==> src/rtl/ysyx_22051013_ex_ctrl_pkg.sv <==
// Shared execute-stage definitions: FSM state encoding, data width, ALU select codes.
// Latency: n/a (definitions only).
// Backpressure: n/a.
package ysyx_22051013_ex_ctrl_pkg;

    localparam int YSYX_XLEN = 64;
    localparam int SEL_W     = 7;

    typedef enum logic [1:0] {
        ST_IDLE = 2'b00,
        ST_EXEC = 2'b01,
        ST_DONE = 2'b10
    } ex_state_e;

    // One-hot ALU select codes
    localparam logic [SEL_W-1:0] SEL_ADD = 7'b000_0001;
    localparam logic [SEL_W-1:0] SEL_SUB = 7'b000_0010;
    localparam logic [SEL_W-1:0] SEL_AND = 7'b000_0100;
    localparam logic [SEL_W-1:0] SEL_OR  = 7'b000_1000;
    localparam logic [SEL_W-1:0] SEL_XOR = 7'b001_0000;
    localparam logic [SEL_W-1:0] SEL_SLL = 7'b010_0000;
    localparam logic [SEL_W-1:0] SEL_LUI = 7'b100_0000;

endpackage

==> src/rtl/ysyx_22051013_ex_ctrl_if.sv <==
// Execute-controller bus: decode handshake, ALU operand/result path, writeback handshake, redirect.
// Latency: n/a (wiring only).
// Backpressure: id_ready_o / wb_ready_i carry the valid-ready handshakes.
// Modports: ctrl = the execute controller, env = the surrounding pipeline.
interface ysyx_22051013_ex_ctrl_if
    import ysyx_22051013_ex_ctrl_pkg::*;
#(
    parameter int LAT_W = 4,
    parameter int XLEN  = YSYX_XLEN
) ();

    // decode side
    logic             id_valid_i;
    logic             id_ready_o;
    logic [XLEN-1:0]  id_pc_i;
    logic [XLEN-1:0]  id_op1_i;
    logic [XLEN-1:0]  id_op2_i;
    logic [SEL_W-1:0] id_alu_sel_i;
    logic             id_jump_i;
    logic [LAT_W-1:0] id_lat_i;

    // ALU side
    logic [XLEN-1:0]  alu_pc_o;
    logic [XLEN-1:0]  alu_op1_o;
    logic [XLEN-1:0]  alu_op2_o;
    logic [SEL_W-1:0] alu_sel_o;
    logic             alu_jump_o;
    logic [XLEN-1:0]  alu_res_i;
    logic [XLEN-1:0]  alu_jump_pc_i;
    logic             alu_pcsrc_i;

    // writeback / fetch side
    logic             wb_valid_o;
    logic             wb_ready_i;
    logic [XLEN-1:0]  wb_res_o;
    logic             redirect_o;
    logic [XLEN-1:0]  redirect_pc_o;
    logic             busy_o;

    modport ctrl (
        input  id_valid_i, id_pc_i, id_op1_i, id_op2_i, id_alu_sel_i, id_jump_i, id_lat_i,
        input  alu_res_i, alu_jump_pc_i, alu_pcsrc_i, wb_ready_i,
        output id_ready_o, alu_pc_o, alu_op1_o, alu_op2_o, alu_sel_o, alu_jump_o,
        output wb_valid_o, wb_res_o, redirect_o, redirect_pc_o, busy_o
    );

    modport env (
        output id_valid_i, id_pc_i, id_op1_i, id_op2_i, id_alu_sel_i, id_jump_i, id_lat_i,
        output alu_res_i, alu_jump_pc_i, alu_pcsrc_i, wb_ready_i,
        input  id_ready_o, alu_pc_o, alu_op1_o, alu_op2_o, alu_sel_o, alu_jump_o,
        input  wb_valid_o, wb_res_o, redirect_o, redirect_pc_o, busy_o
    );

endinterface

==> src/rtl/ysyx_22051013_ex_lat_cnt.sv <==
// Extra-latency counter: loads a cycle count, counts down to zero and saturates there.
// Latency: zero flag reflects the registered count (load visible next cycle).
// Backpressure: none; load takes priority over decrement.
// Ports: clk, rst (sync, active-high), load/load_val, dec, zero.
module ysyx_22051013_ex_lat_cnt #(
    parameter int LAT_W = 4
) (
    input  logic             clk,
    input  logic             rst,
    input  logic             load,
    input  logic [LAT_W-1:0] load_val,
    input  logic             dec,
    output logic             zero
);

    logic [LAT_W-1:0] cnt_q;

    always_ff @(posedge clk) begin
        if (rst) begin
            cnt_q <= '0;
        end else if (load) begin
            cnt_q <= load_val;
        end else if (dec && (cnt_q != '0)) begin
            // never wraps: a decrement request at zero is ignored
            cnt_q <= cnt_q - LAT_W'(1);
        end
    end

    assign zero = (cnt_q == '0);

endmodule

==> src/rtl/ysyx_22051013_ex_ctrl.sv <==
// Execute-stage controller: registers an op for the ALU, waits its extra latency, hands result to writeback.
// Latency: op accepted in cycle t with extra latency L gives wb_valid_o in cycle t+L+2.
// Backpressure: result held in DONE while wb_ready_i is low; decode stalls (id_ready_o low) meanwhile.
// Ports: clk, rst (sync, active-high), bus (ysyx_22051013_ex_ctrl_if.ctrl).
module ysyx_22051013_ex_ctrl
    import ysyx_22051013_ex_ctrl_pkg::*;
#(
    parameter int LAT_W = 4,
    parameter int XLEN  = YSYX_XLEN
) (
    input  logic                   clk,
    input  logic                   rst,
    ysyx_22051013_ex_ctrl_if.ctrl  bus
);

    ex_state_e        state_q;
    ex_state_e        state_d;
    logic             xfer;
    logic             redirect;
    logic             cnt_zero;

    logic [XLEN-1:0]  pc_q;
    logic [XLEN-1:0]  op1_q;
    logic [XLEN-1:0]  op2_q;
    logic [SEL_W-1:0] sel_q;
    logic             jump_q;
    logic [XLEN-1:0]  res_q;
    logic [XLEN-1:0]  rpc_q;
    logic             redir_q;

    // Redirect only in the first DONE cycle: redir_q is cleared after one DONE cycle.
    assign redirect = (state_q == ST_DONE) && redir_q;

    // A redirect cycle refuses the offered op, since it is on the wrong path.
    assign bus.id_ready_o = !rst &&
                            ((state_q == ST_IDLE) ||
                             ((state_q == ST_DONE) && bus.wb_ready_i && !redirect));
    assign xfer = bus.id_valid_i && bus.id_ready_o;

    ysyx_22051013_ex_lat_cnt #(
        .LAT_W (LAT_W)
    ) u_lat_cnt (
        .clk      (clk),
        .rst      (rst),
        .load     (xfer),
        .load_val (bus.id_lat_i),
        .dec      (state_q == ST_EXEC),
        .zero     (cnt_zero)
    );

    always_comb begin
        state_d = state_q;
        case (state_q)
            ST_IDLE: if (xfer) state_d = ST_EXEC;
            ST_EXEC: if (cnt_zero) state_d = ST_DONE;
            ST_DONE: begin
                if (xfer) begin
                    state_d = ST_EXEC;
                end else if (bus.wb_ready_i) begin
                    state_d = ST_IDLE;
                end
            end
            default: state_d = ST_IDLE;
        endcase
    end

    always_ff @(posedge clk) begin
        if (rst) begin
            state_q <= ST_IDLE;
            pc_q    <= '0;
            op1_q   <= '0;
            op2_q   <= '0;
            sel_q   <= '0;
            jump_q  <= 1'b0;
            res_q   <= '0;
            rpc_q   <= '0;
            redir_q <= 1'b0;
        end else begin
            state_q <= state_d;
            if (xfer) begin
                pc_q   <= bus.id_pc_i;
                op1_q  <= bus.id_op1_i;
                op2_q  <= bus.id_op2_i;
                sel_q  <= bus.id_alu_sel_i;
                jump_q <= bus.id_jump_i;
            end
            // Sample the combinational ALU outputs on the last EXEC cycle.
            if ((state_q == ST_EXEC) && cnt_zero) begin
                res_q   <= bus.alu_res_i;
                rpc_q   <= bus.alu_jump_pc_i;
                redir_q <= bus.alu_pcsrc_i;
            end else if (state_q == ST_DONE) begin
                redir_q <= 1'b0;
            end
        end
    end

    assign bus.alu_pc_o      = pc_q;
    assign bus.alu_op1_o     = op1_q;
    assign bus.alu_op2_o     = op2_q;
    assign bus.alu_sel_o     = sel_q;
    assign bus.alu_jump_o    = jump_q;
    assign bus.wb_valid_o    = (state_q == ST_DONE);
    assign bus.wb_res_o      = res_q;
    assign bus.redirect_o    = redirect;
    assign bus.redirect_pc_o = redirect ? rpc_q : '0;
    assign bus.busy_o        = (state_q != ST_IDLE);

endmodule

==> src/flat_wrapper.sv <==
// flat-port wrapper written by rule: the top's interface ports become plain ports
module ysyx_22051013_ex_ctrl_flat import ysyx_22051013_ex_ctrl_pkg::*;
#(
    parameter int LAT_W = 4,
    parameter int XLEN  = YSYX_XLEN
)
  (clk, rst, bus_id_valid_i, bus_id_pc_i, bus_id_op1_i, bus_id_op2_i, bus_id_alu_sel_i, bus_id_jump_i, bus_id_lat_i, bus_alu_res_i, bus_alu_jump_pc_i, bus_alu_pcsrc_i, bus_wb_ready_i, bus_id_ready_o, bus_alu_pc_o, bus_alu_op1_o, bus_alu_op2_o, bus_alu_sel_o, bus_alu_jump_o, bus_wb_valid_o, bus_wb_res_o, bus_redirect_o, bus_redirect_pc_o, bus_busy_o);
  ysyx_22051013_ex_ctrl_if #(.LAT_W(LAT_W), .XLEN(XLEN)) bus_i ();
  input  logic clk;
  input  logic rst;
  input wire logic [$bits(bus_i.id_valid_i)-1:0] bus_id_valid_i;
  input wire logic [$bits(bus_i.id_pc_i)-1:0] bus_id_pc_i;
  input wire logic [$bits(bus_i.id_op1_i)-1:0] bus_id_op1_i;
  input wire logic [$bits(bus_i.id_op2_i)-1:0] bus_id_op2_i;
  input wire logic [$bits(bus_i.id_alu_sel_i)-1:0] bus_id_alu_sel_i;
  input wire logic [$bits(bus_i.id_jump_i)-1:0] bus_id_jump_i;
  input wire logic [$bits(bus_i.id_lat_i)-1:0] bus_id_lat_i;
  input wire logic [$bits(bus_i.alu_res_i)-1:0] bus_alu_res_i;
  input wire logic [$bits(bus_i.alu_jump_pc_i)-1:0] bus_alu_jump_pc_i;
  input wire logic [$bits(bus_i.alu_pcsrc_i)-1:0] bus_alu_pcsrc_i;
  input wire logic [$bits(bus_i.wb_ready_i)-1:0] bus_wb_ready_i;
  output wire logic [$bits(bus_i.id_ready_o)-1:0] bus_id_ready_o;
  output wire logic [$bits(bus_i.alu_pc_o)-1:0] bus_alu_pc_o;
  output wire logic [$bits(bus_i.alu_op1_o)-1:0] bus_alu_op1_o;
  output wire logic [$bits(bus_i.alu_op2_o)-1:0] bus_alu_op2_o;
  output wire logic [$bits(bus_i.alu_sel_o)-1:0] bus_alu_sel_o;
  output wire logic [$bits(bus_i.alu_jump_o)-1:0] bus_alu_jump_o;
  output wire logic [$bits(bus_i.wb_valid_o)-1:0] bus_wb_valid_o;
  output wire logic [$bits(bus_i.wb_res_o)-1:0] bus_wb_res_o;
  output wire logic [$bits(bus_i.redirect_o)-1:0] bus_redirect_o;
  output wire logic [$bits(bus_i.redirect_pc_o)-1:0] bus_redirect_pc_o;
  output wire logic [$bits(bus_i.busy_o)-1:0] bus_busy_o;
  assign bus_i.id_valid_i = bus_id_valid_i;
  assign bus_i.id_pc_i = bus_id_pc_i;
  assign bus_i.id_op1_i = bus_id_op1_i;
  assign bus_i.id_op2_i = bus_id_op2_i;
  assign bus_i.id_alu_sel_i = bus_id_alu_sel_i;
  assign bus_i.id_jump_i = bus_id_jump_i;
  assign bus_i.id_lat_i = bus_id_lat_i;
  assign bus_i.alu_res_i = bus_alu_res_i;
  assign bus_i.alu_jump_pc_i = bus_alu_jump_pc_i;
  assign bus_i.alu_pcsrc_i = bus_alu_pcsrc_i;
  assign bus_i.wb_ready_i = bus_wb_ready_i;
  assign bus_id_ready_o = bus_i.id_ready_o;
  assign bus_alu_pc_o = bus_i.alu_pc_o;
  assign bus_alu_op1_o = bus_i.alu_op1_o;
  assign bus_alu_op2_o = bus_i.alu_op2_o;
  assign bus_alu_sel_o = bus_i.alu_sel_o;
  assign bus_alu_jump_o = bus_i.alu_jump_o;
  assign bus_wb_valid_o = bus_i.wb_valid_o;
  assign bus_wb_res_o = bus_i.wb_res_o;
  assign bus_redirect_o = bus_i.redirect_o;
  assign bus_redirect_pc_o = bus_i.redirect_pc_o;
  assign bus_busy_o = bus_i.busy_o;
  ysyx_22051013_ex_ctrl #(.LAT_W(LAT_W), .XLEN(XLEN)) u_core (.clk(clk), .rst(rst), .bus(bus_i));
endmodule
==> config.mk <==
export PLATFORM = sky130hd
export DESIGN_NAME = ysyx_22051013_ex_ctrl_flat
export DESIGN_NICKNAME = d
export VERILOG_FILES = /design/src/rtl/ysyx_22051013_ex_ctrl_pkg.sv /design/src/rtl/ysyx_22051013_ex_ctrl_if.sv /design/src/rtl/ysyx_22051013_ex_lat_cnt.sv /design/src/rtl/ysyx_22051013_ex_ctrl.sv /design/src/flat_wrapper.sv
export SDC_FILE = /design/constraint.sdc
export NUM_CORES = 1
export LEC_CHECK = 0
export ABC_AREA = 1
export CAP_MARGIN = 20
export CELL_PAD_IN_SITES_DETAIL_PLACEMENT = 2
export CELL_PAD_IN_SITES_GLOBAL_PLACEMENT = 2
export CORE_AREA = 3 3 260 262
export DETAILED_ROUTE_END_ITERATION = 10
export DIE_AREA = 0 0 263 265
export PLACE_DENSITY_LB_ADDON = 0.08
export SYNTH_ARGS = -nofsm -noshare
export SYNTH_HDL_FRONTEND = slang
export SYNTH_SLANG_ARGS = --single-unit
==> constraint.sdc <==
create_clock -name clk -period 2.4 [get_ports clk]
set_input_delay 0.24 -clock clk [delete_from_list [all_inputs] [get_ports clk]]
set_output_delay 0.24 -clock clk [all_outputs]
set_load 0.01 [all_outputs]
## Word-level counts from Yosys, hierarchy flattened

Index checks and enable logic that the tools add are counted.

| word-level totals | value |
|---|---|
| flip-flop bits (word level) | 335 |
| input port bits | 337 |
| output and inout bits | 332 |

| cells by class | value |
|---|---|
| add/sub/neg operators | 1 |
| equal/unequal tests | 5 |
| mux-type cells | 10 |
| reduce and logical (&&, ||, !) cells | 17 |

Operators with widths:

| kind | count |
|---|---|
| $mux W64 | 1 |
| $mux W2 | 4 |
| $mux W4 | 2 |
| $logic_and A1 B1 Y1 | 7 |
| $pmux W2 S3 | 1 |
| $reduce_bool A2 Y1 | 3 |
| $logic_not A4 Y1 | 1 |
| $reduce_bool A4 Y1 | 1 |
| $sub A4 B1 Y4 const B | 1 |
| $ne A3 B2 Y1 const B | 1 |
| $reduce_and A3 Y1 | 1 |
| $eq A2 B1 Y1 const B | 1 |
| $eq A2 B2 Y1 const B | 1 |
| $logic_not A1 Y1 | 2 |
| $logic_not A2 Y1 | 1 |
| $mux W1 | 2 |
| $ne A2 B1 Y1 const B | 1 |
| $ne A2 B2 Y1 const B | 1 |
| $logic_or A1 B1 Y1 | 1 |

## Longest topological paths before layout

Gate-level depths: netlist (run 1).

| depth | value |
|---|---|
| word-level depth | 9 |
| gate-level depth with buffers | 9 |
| gate-level depth less buffers | 9 |

## Modules after synthesis

Synthesis (run 1) repeated with hierarchy kept, for this count alone.

| unflattened totals | value |
|---|---|
| cell total of the unflattened synthesis | 2413 |
| area, all modules | 15528.6 um2 |

Modules (own cells, without submodules):

| module | times used | cells an instance | area an instance (um2) | sequential area each (um2) |
|---|---|---|---|---|
| ysyx_22051013_ex_ctrl | 1 | 2372 | 15254.6 | 6626.4 |
| ysyx_22051013_ex_lat_cnt | 1 | 41 | 274.0 | 80.1 |

## Least setup slack after synthesis (run 1)

No wires, ideal clock.

| path | value |
|---|---|
| path type | flip-flop to output port |
| start | reg u_core.state_q[0] |
| end | out bus_redirect_pc_o[10] |
| arrival time | 1.348 ns |
| required time | 2.160 ns |
| path slack | 0.812 ns |
| stages on the path, launching flop included | 7 |
| cells stage by stage | dfxtp_1 > nor2_1 > inv_1 > nor2_1 > inv_2 > buf_2 > nor2_1 |

| on the way | value |
|---|---|
| longest elaborated chain between the ends | 3 |

Ends and longest elaborated chain:

| what | RTL line | RTL |
|---|---|---|
| start: declaration | ysyx_22051013_ex_ctrl.sv:16 | `ex_state_e state_q;` |
| start signal: assignment | ysyx_22051013_ex_ctrl.sv:79 | `state_q <= state_d;` |
| $eq A2 B2 Y1 | n/a |  |
| net bus_wb_valid_o | flat_wrapper.sv:28 | `output wire logic [$bits(bus_i.wb_valid_o)-1:0] bus_wb_valid_o;` |
| $logic_and A1 B1 Y1 | ysyx_22051013_ex_ctrl.sv:32 | `assign redirect = (state_q == ST_DONE) && redir_q;` |
| net bus_redirect_o | flat_wrapper.sv:30 | `output wire logic [$bits(bus_i.redirect_o)-1:0] bus_redirect_o;` |
| $mux W64 | ysyx_22051013_ex_ctrl.sv:106 | `assign bus.redirect_pc_o = redirect ? rpc_q : '0;` |
| end: declaration | flat_wrapper.sv:31 | `output wire logic [$bits(bus_i.redirect_pc_o)-1:0] bus_redirect_pc_o;` |

The timed path passes the listed nets, and every way through them passes these cells.

## Worst setup path after layout (run 1)

| path | value |
|---|---|
| start | reg u_core.state_q[1] |
| end | out bus_redirect_pc_o[32] |

| on the way | value |
|---|---|
| longest elaborated chain between the ends | 3 |

Ends and longest elaborated chain:

| what | RTL line |
|---|---|
| $eq A2 B2 Y1 | ysyx_22051013_ex_ctrl.sv:32 |
| $logic_and A1 B1 Y1 | ysyx_22051013_ex_ctrl.sv:32 |
| $mux W64 | ysyx_22051013_ex_ctrl.sv:106 |

No other way between the ends.

==> run metrics, run 1 <==
CTS tree=done; Initial Util=19.4%; maximum root-to-sink buffer count=3; Netlist Area Pre-Place=0.0127 sq mm; final worst path period share=94.2%; dominant cell type by area after synthesis=dfxtp_1; Avg Vias per Cell=4.35; Port Buf Inserts=668; #FFs+latches synth=335; area delta synth->final=68.5%; worst vdd ir=0.393 mV; DP HPWL=48500 um; root buf cell=clkbuf_16; fin crit period=2.26 ns; Total Routing Usage GR=18.3%; drt total wl=66500 um; DR DRC count=0; CTS Hold Buffers Added=0; setup ws final=0.138 ns; cell count after placement=3007; Gate power share=16.2%; Critical-path top delay cell=dfxtp_1; Fmax=442 MHz; most common cell after layout, fill and taps aside=clkdlybuf4s50_1; drt pass-1 iters=4; CP Launch Type=flop; vias in the first global route=14400; pin count of the biggest net entering global routing=158; CP dominant cell by count=inv_1; fin area=0.0214 sq mm; Synth warnings=0; Initial DRC Count=464; post-route antenna net violation count=0; Die Width=263 um; part of the power in the clock network=43.1%; Layout Nets=2527; min-delay worst type=in2reg; Ports=669; sequential share of the synthesized area=52.7%; CTS Buf Count=44; Die Span Y=265 um; syn nets=1927; post-place setup slack=0.162 ns; routed len/inst=21.5 um; ranking of synthesized cells by area=dfxtp_1 53%, a21oi_1 10%, nand2_1 6.5%, nor2_1 6.2%, nand3_1 6.1%; Cell variety after synth=22; global-route wire length before repair=96800 um; core area=0.0656 sq mm; Die Area=0.0697 sq mm; Crit Path Class=reg2out; Worst-Margin Slew=0.874 ns; syn_area_per_cell=8.01 sq um; ratio of cells with drive above 1 in the final layout=6.59%; gate count of the mapped netlist=1589; CP Max Fanout=64; max_cap viols=0; P per Cell Area=698 mW/mm^2; area post-placement=0.0201 sq mm; status=complete, no violations; num rows=94; Via Count=13400; Critical Path RT=2.16 ns; initial antenna violation count=18; number of max-slew violations in the final report=0; Final setup viols=0; cell internal pwr=11.0 mW; clock-pin slew on the worst setup and hold paths=0.06 ns; RSZ-0062 raised after global routing=false; H-Tree Depth=2; Reg power frac=40.6%; Leak=7.90 nW; WP data arrival=2.02 ns; R2R setup slack=0.48 ns; commonest non-fill, non-tap cells in the layout=601 x clkdlybuf4s50_1, 335 x dfxtp_1, 266 x a21oi_1; Max stage delay on crit path=0.34 ns; Tot Pwr=15.0 mW; Sw Share=26.3%; final cell count without fillers=3090; Yosys top cell area share=52.7%; setup_tns=0 ns; Congestion Overflow GR=0; Hold Vio Cnt, Final=0; clock tree sinks=335; critical path capture point type=output port; worst path cell trace=inv_1 > nor2_2 > inv_1 > nor2_4 > inv_2 > buf_12 > nor2_1 > dlygate4sd2_1; Clock Latency Late Sink=0.56 ns; Max transition margin=41.7%; Fin Clk Skew=0.00986 ns; NetSw=3.94 mW; placer's final routability congestion estimate=0.782
==> synthesized netlist by cell type <==
library cell	number
nand3_2	50
buf_1	5
and2_4	1
ha_1	1
nand3b_1	1
nor2_2	1
buf_6	23
nor2_1	209
inv_2	3
nor2_4	1
dfxtp_1	335
clkbuf_1	52
nand2_1	219
xor2_1	1
buf_4	8
o21ai_1	12
nand3_1	154
o21ai_0	117
a21oi_1	266
buf_2	50
inv_1	76
nand4_1	4
==> sequential cells by signal (all words and copies together) (netlist names) <==
| name | cells |
|---|---|
| u_core.redir_q | 1 |
| u_core.bus.alu_op1_o | 64 |
| u_core.rpc_q | 64 |
| u_core.bus.alu_jump_o | 1 |
| u_core.bus.wb_res_o | 64 |
| u_core.state_q | 2 |
| u_core.u_lat_cnt.cnt_q | 4 |
| u_core.bus.alu_pc_o | 64 |
| u_core.bus.alu_op2_o | 64 |
| u_core.bus.alu_sel_o | 7 |
==> final timing paths <==
kind	end	cells past startpoint	startpoint
worst max-delay path	bus_redirect_pc_o[32]	8	u_core.state_q[1]
worst min-delay path	u_core.u_lat_cnt.cnt_q[3]	6	rst
worst max register to register	u_core.bus.wb_res_o[16]	7	u_core.u_lat_cnt.cnt_q[0]
worst min register to register	u_core.rpc_q[4]	2	u_core.rpc_q[4]
==> final cells by class <==
| cell class | instances | area, sq um |
|---|---|---|
| Fill cell | 7387 | 44200 |
| Timing Repair Buffer | 692 | 6990 |
| Sequential cell | 335 | 6710 |
| Multi-Input combinational cell | 1037 | 4960 |
| Clock buffer | 67 | 1290 |
| Tap cell | 864 | 1080 |
| Inverter | 79 | 300 |
| Clock inverter | 7 | 87.6 |
| Antenna cell | 9 | 22.5 |
==> critical path, delay by kind of cell, from the launching register on <==
family / cells / cell delay [ns]
DFF: 1 / 0.34
and+or+nand+nor: 3 / 0.38
buffers and inverters: 5 / 0.73
==> per-stage QoR <==
| stage | utilization (%) | hold slack [ns] |
|---|---|---|
| finish | 32.7 | 0.165 |
| global route | 32.6 | 0.198 |
| CTS | 32.6 | 0.123 |
| detailed placement | 30.6 | 0.453 |
| global placement | 30.6 | 0.448 |
| floorplan | - | 0.375 |
==> power by group through the flow <==
| stage | Clock, mW | Combinational, mW | Sequential, mW |
|---|---|---|---|
| global placement | 0 | 2.45 | 6.18 |
| detailed placement | 0 | 2.48 | 6.19 |
| global route | 7.01 | 2.66 | 6.12 |
| floorplan | 0 | 0.885 | 6.29 |
| finish | 6.45 | 2.43 | 6.08 |
| CTS | 6.74 | 2.50 | 6.08 |
==> kinds of logic (layout without fill, tap and decap cells) <==
logic type	count (synthesis)	after routing	share of synthesized area, %
and+or+nand+nor	640	640	23.1
AOI/OAI and AO/OA	395	395	15.5
DFF	335	335	52.7
buffers and inverters	217	845	8.49
adders and majority gates	1	1	0.0983
xor gates and xnor gates	1	1	0.0689
other	0	9	0
==> metal layers <==
layer | GRT usage (%) | part of all wire (%)
met3 | 7.16 | 8.3
met4 | 6.18 | 3.0
met5 | 0 | 0.18
met1 | 18.8 | 37
met2 | 33.7 | 52
==> what timing repair did <==
| item | in CTS | in global routing |
|---|---|---|
| setup buffers | 0 | 0 |
| setup endpoints to repair | 66 | 2 |
| cloned | 0 | 0 |
| resized for setup | 68 | 3 |
(Power assumes the default switching activity.)
==> run 2: changes to the inputs <==
- CORE_AREA: 3 3 260 262 -> 5 5 256 258
- CTS_BUF_LIST: unset -> sky130_fd_sc_hd__clkbuf_8
- DIE_AREA: 0 0 263 265 -> 0 0 261 263
==> run metrics, run 2 (synthesized netlist as in run 1, its figures left out) <==
NetSw=4.04 mW (was 3.94 mW); area delta synth->final=67.9% (was 68.5%); part of the power in the clock network=41.8% (was 43.1%); Crit Reg-Reg Startpoint=u_core.u_lat_cnt.cnt_q[0] (unchanged); routed len/inst=21.9 um (was 21.5 um); commonest non-fill, non-tap cells in the layout=600 x clkdlybuf4s50_1, 334 x dfxtp_1, 266 x a21oi_1 (was 601 x clkdlybuf4s50_1, 335 x dfxtp_1, 266 x a21oi_1); Die Area=0.0686 sq mm (was 0.0697 sq mm); Sw Share=27.7% (was 26.3%); Critical Path RT=2.16 ns (about the same); fin crit period=2.26 ns (about the same); R2R setup slack=0.49 ns (was 0.48 ns); Initial DRC Count=603 (was 464); RR Endpoint=u_core.bus.wb_res_o[3] (was u_core.bus.wb_res_o[16]); Fmax=443 MHz (was 442 MHz); pin count of the biggest net entering global routing=206 (was 158); Via Count=13800 (was 13400); final worst path period share=94.1% (was 94.2%); Avg Vias per Cell=4.41 (was 4.35); area post-placement=0.0200 sq mm (was 0.0201 sq mm); WP data arrival=2.02 ns (about the same); Die Width=261 um (was 263 um); Reg power frac=41.7% (was 40.6%); post-route antenna net violation count=0 (unchanged); Fin Clk Skew=0.0262 ns (was 0.00986 ns); Gate power share=16.5% (was 16.2%); drt total wl=68600 um (was 66500 um); clock tree sinks=335 (unchanged); clock-pin slew on the worst setup and hold paths=0.05 ns (was 0.06 ns); maximum root-to-sink buffer count=3 (unchanged); CTS Buf Count=70 (was 44); CP Launch Type=flop (unchanged); Final setup viols=0 (unchanged); P per Cell Area=683 mW/mm^2 (was 698 mW/mm^2); Congestion Overflow GR=0 (unchanged); CP dominant cell by count=nor2_2 (was inv_1); CTS tree=done (unchanged); Critical-path top delay cell=dfxtp_1 (unchanged); Initial Util=20.3% (was 19.4%); hold endpoint=u_core.bus.alu_pc_o[14] (was u_core.u_lat_cnt.cnt_q[3]); CP Max Fanout=16 (was 64); worst path cell trace=inv_1 > nor2_2 > inv_2 > nor2_2 > buf_6 > inv_6 > buf_16 > nor2_1 > buf_2 (was inv_1 > nor2_2 > inv_1 > nor2_4 > inv_2 > buf_12 > nor2_1 > dlygate4sd2_1); Port Buf Inserts=668 (unchanged); most common cell after layout, fill and taps aside=clkdlybuf4s50_1 (unchanged); number of max-slew violations in the final report=0 (unchanged); vias in the first global route=15000 (was 14400); DR DRC count=0 (unchanged); status=complete, no violations (unchanged); max_cap viols=0 (unchanged); drt pass-1 iters=4 (unchanged); setup ws final=0.141 ns (was 0.138 ns); # fillers=7031 (was 7387); cell internal pwr=10.5 mW (was 11.0 mW); fin area=0.0214 sq mm (about the same); Worst R2R Path Depth=7 (unchanged); DP HPWL=48300 um (was 48500 um); Ports=669 (unchanged); Hold Vio Cnt, Final=0 (unchanged); placer's final routability congestion estimate=0.749 (was 0.782); Crit Path Class=reg2out (unchanged); H-Tree Depth=3 (was 2); Leak=7.93 nW (was 7.90 nW); core area=0.0627 sq mm (was 0.0656 sq mm); Total Routing Usage GR=19.0% (was 18.3%); post-place setup slack=0.197 ns (was 0.162 ns); critical path capture point type=output port (unchanged); min-delay worst type=in2reg (unchanged); cell count of the worst hold path=4 (was 6); hold wc startpoint=bus_id_valid_i (was rst); ratio of cells with drive above 1 in the final layout=11.6% (was 6.59%); Clock Latency Late Sink=0.63 ns (was 0.56 ns); Worst-Margin Slew=1.09 ns (was 0.874 ns); RSZ-0062 raised after global routing=true (was false); Die Span Y=263 um (was 265 um); initial antenna violation count=19 (was 18); global-route wire length before repair=99100 um (was 96800 um); num rows=92 (was 94); Max transition margin=27.4% (was 41.7%); Layout Nets=2557 (was 2527); Tot Pwr=14.6 mW (was 15.0 mW); worst vdd ir=0.346 mV (was 0.393 mV); Max stage delay on crit path=0.32 ns (was 0.34 ns); root buf cell=clkbuf_8 (was clkbuf_16)
==> run 2: what timing repair did <==
item	in CTS	in global routing
endpoints found under the hold margin	3	0
setup endpoints to repair	66	19
gates resized for setup	287	4
hold buffers	1	0
setup buffers	1	0
gates cloned	5	0
pin swaps	2	1
==> run 2: cell type report <==
cell class	instances	area [sq um]	area share [%]
clock buffers	89	1220	5.74
inverters	79	304	1.42
well taps	846	1060	4.96
repair buffers	696	6860	32.1
multi-input cells	1037	5000	23.4
flip-flops and latches	335	6710	31.4
clock inverters	32	164	0.768
diodes	13	32.5	0.152
==> run 2: per-layer routing <==
layer	track usage (%)	routed length [um]	up-vias
li1	-	-	6506
met3	7.96	6350	102
met5	0	70	-
met2	34.0	35000	438
met1	19.8	25200	6729
met4	6.95	1960	10
==> run 2: power by group through the flow <==
stage	logic (mW)	clock network, mW	registers [mW]
after floorplan	0.885	0	6.29
after global placement	2.40	0	6.18
after detailed placement	2.44	0	6.19
after CTS	2.46	6.40	6.08
after global routing	2.62	6.66	6.12
final	2.41	6.11	6.08
==> run 2: worst max-delay path by stage <==
stage	from	endpoint	slack, ns	cells past startpoint
floorplan	u_core.state_q[0]	bus_redirect_pc_o[10]	0.81	6
global placement	u_core.state_q[1]	bus_redirect_pc_o[31]	0.22	9
detailed placement	bus_wb_ready_i	u_core.bus.alu_op1_o[20]	0.20	7
CTS	u_core.state_q[1]	bus_redirect_pc_o[26]	0.003	9
global route	u_core.state_q[1]	bus_redirect_pc_o[57]	-0.01	9
finish	u_core.state_q[1]	bus_redirect_pc_o[44]	0.14	9
==> run 2: stage by stage <==
stage	std cells	util, %	hold slack (ns)	setup TNS [ns]
4_1_cts	3114	34.0	0.0963	0
3_3_place_gp	2986	31.9	0.441	0
5_1_grt	3123	34.0	0.136	-0.0319
3_5_place_dp	2986	31.9	0.449	0
6_report	3127	34.0	0.166	0
2_1_floorplan	1589	-	0.375	0
==> run 2: critical path, delay by kind of cell (launching register included) <==
kind / cells / cell delay (ns)
buffers and inverters: 6 / 0.68
flip-flops: 1 / 0.32
AND/OR/NAND/NOR: 3 / 0.38
